[config.mk]
export PLATFORM = sky130hd
export DESIGN_NAME = uart_tx_arbiter
export DESIGN_NICKNAME = d
export VERILOG_FILES = /design/src/rtl/uart_tx_arbiter.sv
export SDC_FILE = /design/constraint.sdc
export NUM_CORES = 1
export LEC_CHECK = 0
export ABC_AREA = 1
export CAP_MARGIN = 5
export CORE_ASPECT_RATIO = 1.5
export CORE_MARGIN = 3
export CORE_UTILIZATION = 38
export DETAILED_ROUTE_END_ITERATION = 12
export HOLD_SLACK_MARGIN = 0.03
export PLACE_DENSITY = 0.68
export SLEW_MARGIN = 20
export SYNTH_ARGS = -nofsm -noshare
export SYNTH_HDL_FRONTEND = slang
export SYNTH_SLANG_ARGS = --single-unit
[constraint.sdc]
create_clock -name clk -period 4.38 [get_ports clk]
set_input_delay 0.657 -clock clk [delete_from_list [all_inputs] [get_ports clk]]
set_output_delay 0.657 -clock clk [all_outputs]
set_load 0.02 [all_outputs]
[src/rtl/uart_tx_arbiter.sv]
// Packet-level round-robin arbiter sharing the uart_ctrl transmit write port between NREQ byte streams.
// Grant is one cycle after request; bytes are accepted combinationally and stall while isfull is high.
module uart_tx_arbiter #(
  parameter int NREQ   = 4,
  parameter int MAXLEN = 16
) (
  input  logic                 clk,
  input  logic                 rst_n,
  input  logic                 en,
  input  logic [NREQ-1:0]      req,
  input  logic [8*NREQ-1:0]    data,
  input  logic [NREQ-1:0]      last,
  output logic [NREQ-1:0]      ack,
  output logic [NREQ-1:0]      gnt,
  output logic                 write,
  output logic [7:0]           wrdata,
  input  logic                 isfull,
  output logic                 busy
);

  localparam int IW = $clog2(NREQ);

  typedef enum logic {IDLE, GRANT} state_t;

  state_t        state;
  logic [IW-1:0] g;
  logic [IW-1:0] ptr;
  logic [7:0]    cnt;

  logic [IW-1:0] win;
  logic [IW-1:0] cand;
  logic [IW-1:0] g_inc;
  logic          found;
  logic          xfer;
  logic          release_g;

  // First requester at or after ptr, wrapping modulo NREQ.
  always_comb begin
    found = 1'b0;
    win   = ptr;
    cand  = '0;
    for (int k = 0; k < NREQ; k++) begin
      cand = IW'((int'(ptr) + k) % NREQ);
      if (!found && req[cand]) begin
        found = 1'b1;
        win   = cand;
      end
    end
  end

  assign xfer      = (state == GRANT) & req[g] & ~isfull;
  assign release_g = (state == GRANT) &
                     (~req[g] | (xfer & (last[g] | (cnt == 8'(MAXLEN - 1)))));
  assign g_inc     = (g == IW'(NREQ - 1)) ? '0 : g + 1'b1;

  assign write  = xfer;
  assign ack    = xfer ? (NREQ'(1) << g) : '0;
  assign wrdata = xfer ? data[{g, 3'b000} +: 8] : 8'h00;

  always_ff @(posedge clk or negedge rst_n) begin
    if (!rst_n) begin
      state <= IDLE;
      g     <= '0;
      ptr   <= '0;
      cnt   <= 8'd0;
      gnt   <= '0;
      busy  <= 1'b0;
    end else begin
      case (state)
        IDLE: begin
          if (en && found) begin
            state <= GRANT;
            g     <= win;
            gnt   <= NREQ'(1) << win;
            busy  <= 1'b1;
            cnt   <= 8'd0;
          end
        end
        GRANT: begin
          // Release always passes through IDLE, giving the one-cycle arbitration bubble.
          if (release_g) begin
            state <= IDLE;
            gnt   <= '0;
            busy  <= 1'b0;
            ptr   <= g_inc;
          end else if (xfer) begin
            cnt <= cnt + 8'd1;
          end
        end
        default: state <= IDLE;
      endcase
    end
  end

endmodule
== After elaboration in Yosys (flattened, before gate mapping) ==
Cells that the tools add are included.
Widths: inputs -> output; s select.

* Add/sub/neg operators: 5
* Order comparisons: 5
* Equality and inequality tests: 6
* Shift-type cells: 3
* Mux-type cells: 35
* Bitwise gates (word level): 9
* Reduce and logical (&&, ||, !) cells: 11

{| class="wikitable"
|+ Operator list
! cell !! number
|-
| $mux 8 || 4
|-
| $shiftx 32x6->8 || 1
|-
| $pmux 8 s2 || 1
|-
| $lt 2x3->1 const B || 5
|-
| $mux 1 || 14
|-
| $bmux 1 s2 || 6
|-
| $mux 4 || 3
|-
| $add 8x1->8 const B || 1
|-
| $eq 8x4->1 const B || 1
|-
| $mux 2 || 4
|-
| $pmux 4 s2 || 1
|-
| $shl 1x2->4 const A || 2
|-
| $reduce_and 2->1 || 3
|-
| $add 2x1->2 const B || 2
|-
| $add 2x2->2 const B || 2
|-
| $and 1x1->1 || 4
|-
| $logic_and 1x1->1 || 4
|-
| $ne 2x1->1 const B || 2
|-
| $ne 2x2->1 const B || 2
|-
| $pmux 1 s2 || 2
|-
| $logic_not 1->1 || 3
|-
| $not 1->1 || 3
|-
| $reduce_and 3->1 || 1
|-
| $eq 2x2->1 const B || 1
|-
| $or 1x1->1 || 2
|}

* Flip-flop bits (word level): 18
* Bits of input ports: 44
* Output and inout bits: 18
* Word-level logic and storage cells: 80

== Depth between registers and ports, before layout ==
* Depth after elaboration: 15
* Mapped depth: 15
* Depth with buffers taken out: 14

== Worst setup path before layout ==
No wires, ideal clock.

* Path type: input port to output port
* From: input port req[2]
* To: output port wrdata[1]
* Arrival: 2.006 ns
* Required time: 3.723 ns
* Setup slack: 1.717 ns
* Stages on the path: 7
* Path buffers: 1
* Path through: o21ai_0 o22ai_1 nand2_1 nor2_1 inv_1 buf_2 a21oi_1

* Cells in the longest elaborated chain, start to end: 5

{| class="wikitable"
|+ RTL lines
! element !! line !! RTL
|-
| from (decl) || 10 || <nowiki>input logic [NREQ-1:0] req,</nowiki>
|-
| $bmux 1 s2 || 51 || <nowiki>assign xfer = (state == GRANT) & req[g] & ~isfull;</nowiki>
|-
| $mux 1 (not written as such) || 51 ||
|-
| $and 1x1->1 (2 in series) || 51 ||
|-
| via write || 15 || <nowiki>output logic write,</nowiki>
|-
| $mux 8 || 58 || <nowiki>assign wrdata = xfer ? data[{g, 3'b000} +: 8] : 8'h00;</nowiki>
|-
| to (decl) || 16 || <nowiki>output logic [7:0] wrdata,</nowiki>
|}

The timed path passes the listed nets, and every way through them passes these cells. The select of a mux whose other input is x is not followed.

== Final worst setup path ==
* From: register g[0]
* To: output port wrdata[0]

* Cells in the longest elaborated chain, start to end: 5
* Elaborated cells between the ends (all ways): 6
* Classes of those cells: shift (1); mux (3); bitwise (2)

{| class="wikitable"
|+ RTL lines
! element !! line !! RTL
|-
| from (decl) || 26 || <nowiki>logic [IW-1:0] g;</nowiki>
|-
| from (signal assigned) || 73 || <nowiki>g <= win;</nowiki>
|-
| parallel branches: the longest is 4 deep, another holds $shiftx 32x6->8 || - ||
|-
| $mux 8 * || 58 ||
|}

Every way passes the cells marked *. The select of a mux whose other input is x is not followed.

==> summary.txt <==
Status
  • Status: complete, no violations

Synthesis
  • Synth warn: 0
  • Avg Cell Area, Syn: around 6.3 um^2
  • Post-synth top area share: 0.275
  • Yosys reg bits: 18
  • Most frequent cells after synthesis: 68 x nand2_1, 56 x nor2_1, 23 x o21ai_0
  • Main flop type after synthesis: dfrtp_1
  • Count leader, synth: nand2_1
  • Synth unique cells: 29
  • Post-Synthesis Cells: 259
  • Top post-synthesis cells by area: dfrtp_1 27%, nand2_1 16%, nor2_1 13%
  • Synth area leader: dfrtp_1
  • Syn nets: between 300 and 400
  • Mapped Area: 0.00164 mm^2
  • Post-synthesis sequential area ratio: 0.275
  • Post-synth EDFFs: 0
  • Post-synth ARST share: 1.00

Layout
  • Area grow syn2layout: 40.3%
  • Final Cell Area: roughly 0.0023 mm^2
  • Post-layout nets: ~360
  • Layout cells sized above 1: 0.0764
  • Register area: ~450 um^2
  • # fillers: 397
  • Area of the multi-input gates: 0.00105 mm^2
  • Fin cells: approximately 360
  • Antenna Cells: 0

Floorplanning
  • Core area: 0.00406 mm^2
  • Die height: around 86 um
  • Rows: 28
  • # IOs: 62
  • Full die area: 0.00515 mm^2
  • Die W: 59.6 um
  • Initial Utilization: 0.403

Placement
  • GPL Wtd Cong: 0.848
  • Inst Count DP: 355
  • Post-DP HPWL: 3.53 mm
  • Port-buffer cells: 61
  • Placed cell area: 0.00224 mm^2

Timing
  • Worst relative slew slack: 0.481
  • FMAX: 275 MHz
  • Final period utilization: 0.829
  • Final min period: 3630 ps
  • Final slew viol count: 0
  • Endpoints failing setup: 0
  • Setup_tns: 0 ps
  • Worst clock skew: 5.30 ps
  • Least-Margin Pin Slew: 777 ps
  • Fin. Hold Viols: 0
  • RSZ-0062 raised after global routing: no

Clocking
  • Clock buffer depth: 2
  • CTS root buffer: clkbuf_8
  • Setup Buffers After CTS: 0
  • Hold_buf cts: 0
  • Worst-Skew Late Latency: 250 ps
  • Clock transition at the registers of the reported paths: roughly 60 ps
  • CTS tree: yes
  • TritonCTS buffer count: 3
  • Post-cts resize count: 0
  • H-tree Lvls: 1
  • CTS Sinks: 18

Power
  • Comb pwr share: 0.647
  • Pwr dens: ~550 mW/mm^2
  • Max IR drop VDD: about 0.42 mV
  • Sw Share: 0.525
  • Share of total power in sequential cells: 0.248
  • Psw: 0.000662 W
  • Clock Power Share: 0.105
  • Internal: 0.000598 W
  • LEAKAGE: 1.09 nW

Worst setup path
  • CP endpoint kind: output port
  • CP required: 3720 ps
  • Slowest cell on crit path: dfrtp_1
  • Critical path class: reg2out
  • Maximum fanout along the worst path: 24
  • Critical Path Source Type: register
  • Cells along the critical path: inv_2 > o21ai_0 > o22ai_1 > nand2_1 > nor2_1 > inv_1 > a21oi_1 > clkdlybuf4s50_1
  • Crit path DAT: 2970 ps
  • Slowest stage delay, CP: 660 ps

Global routing
  • First-pass GRT wire length: approximately 7.7 mm
  • Pin count of the biggest net entering global routing: 25
  • GRT Total Usage: 0.188
  • Initial antenna violation count: 0
  • Vias in the first global route: 1634
  • Global route overflow: 0

Hold path
  • HP Class: reg2reg

Routing
  • First-pass iteration count of the detailed router: 5
  • Initial DRC count: 80
  • Final wirelength: 4.60 mm
  • Detail Route Antenna Nets: 0
  • DR vias/cell: 4.98
  • Drt wl/cell: roughly 13 um
  • Vias: 1787
  • Drc violations: 0

Job
  • MaxCap Viol Count: 0
[layer usage]
| metal | global-route usage | vias up | part of all wire |
|---|---|---|---|
| li1 | - | 932 | - |
| met1 | 0.240 | 805 | 0.43 |
| met3 | 0.0179 | 6 | 0.051 |
| met5 | 0 | - | 0 |
| met4 | 0.0363 | 0 | 0.011 |
| met2 | 0.339 | 44 | 0.51 |
[path summary, 6_finish.rpt]
kind / from / to / slack [ps] / cells after the start
worst max register to register: g[0] / cnt[3] / 2030 / 9
max in group asynchronous: rst_n / g[1] / 3030 / 1
worst min register to register: gnt[1] / gnt[1] / 480 / 2
worst min-delay path: gnt[1] / gnt[1] / 480 / 2
worst max-delay path: g[0] / wrdata[0] / 750 / 8
min in group asynchronous: rst_n / cnt[0] / 860 / 1
[layout by cell type (no fill, tap or decap), drive strengths merged]
cell type	count
dfrtp	18
o21ai	26
nand2	81
o31ai	1
o22ai	1
xor2	2
nor3b	2
clkbuf	4
inv	20
a211oi	1
clkdlybuf4s50	61
nor2	57
ha	5
xnor2	1
nand3	20
a21oi	11
nand4	3
[area by class of cell]
cell class / instances / area share
inverters: 20 / 0.0348
clock buffers: 4 / 0.0239
multi-input cells: 211 / 0.455
well taps: 45 / 0.0245
flip-flops and latches: 18 / 0.196
repair buffers: 61 / 0.266
[power by group through the flow]
stage               Clock, W  Sequential, W  Combinational [W]
global route        0.000143       0.000327           0.000935
global placement           0       0.000319           0.000814
floorplan                  0       0.000263           0.000661
CTS                 0.000136       0.000314           0.000823
detailed placement         0       0.000317           0.000817
finish              0.000132       0.000313           0.000816
[flip-flops by register name (all words and copies together) (netlist names)]
register,count
state,1
gnt,4
busy,1
ptr,2
g,2
cnt,8
[stage by stage]
| stage | hold WS [ps] | setup WS, ps | util | power [W] |
|---|---|---|---|---|
| after floorplan | 361 | 1720 | - | 0.000924 |
| final | 483 | 750 | 0.566 | 0.00126 |
| after detailed placement | 469 | 885 | 0.552 | 0.00113 |
| after global placement | 464 | 974 | 0.552 | 0.00113 |
| after CTS | 490 | 734 | 0.566 | 0.00127 |
| after global routing | 521 | 437 | 0.566 | 0.00140 |
[cell families (layout without fill, tap and decap cells)]
kind of cell,Yosys count,in the layout,synth area share
DFF,18,18,0.275
adders and majority gates,5,5,0.0382
xor gates and xnor gates,3,3,0.0160
and+or+nand+nor,163,163,0.450
AOI/OAI and AO/OA,40,40,0.135
buffers and inverters,30,85,0.0863
[worst max-delay path, delay by kind of cell (launching register included)]
kind	cells	cell delay (ps)
AND/OR/NAND/NOR	2	220
AO/OA/AOI/OAI	3	570
flip-flops	1	660
buffers and inverters	3	1270
Note: power is estimated with default switching activity, not from simulation.
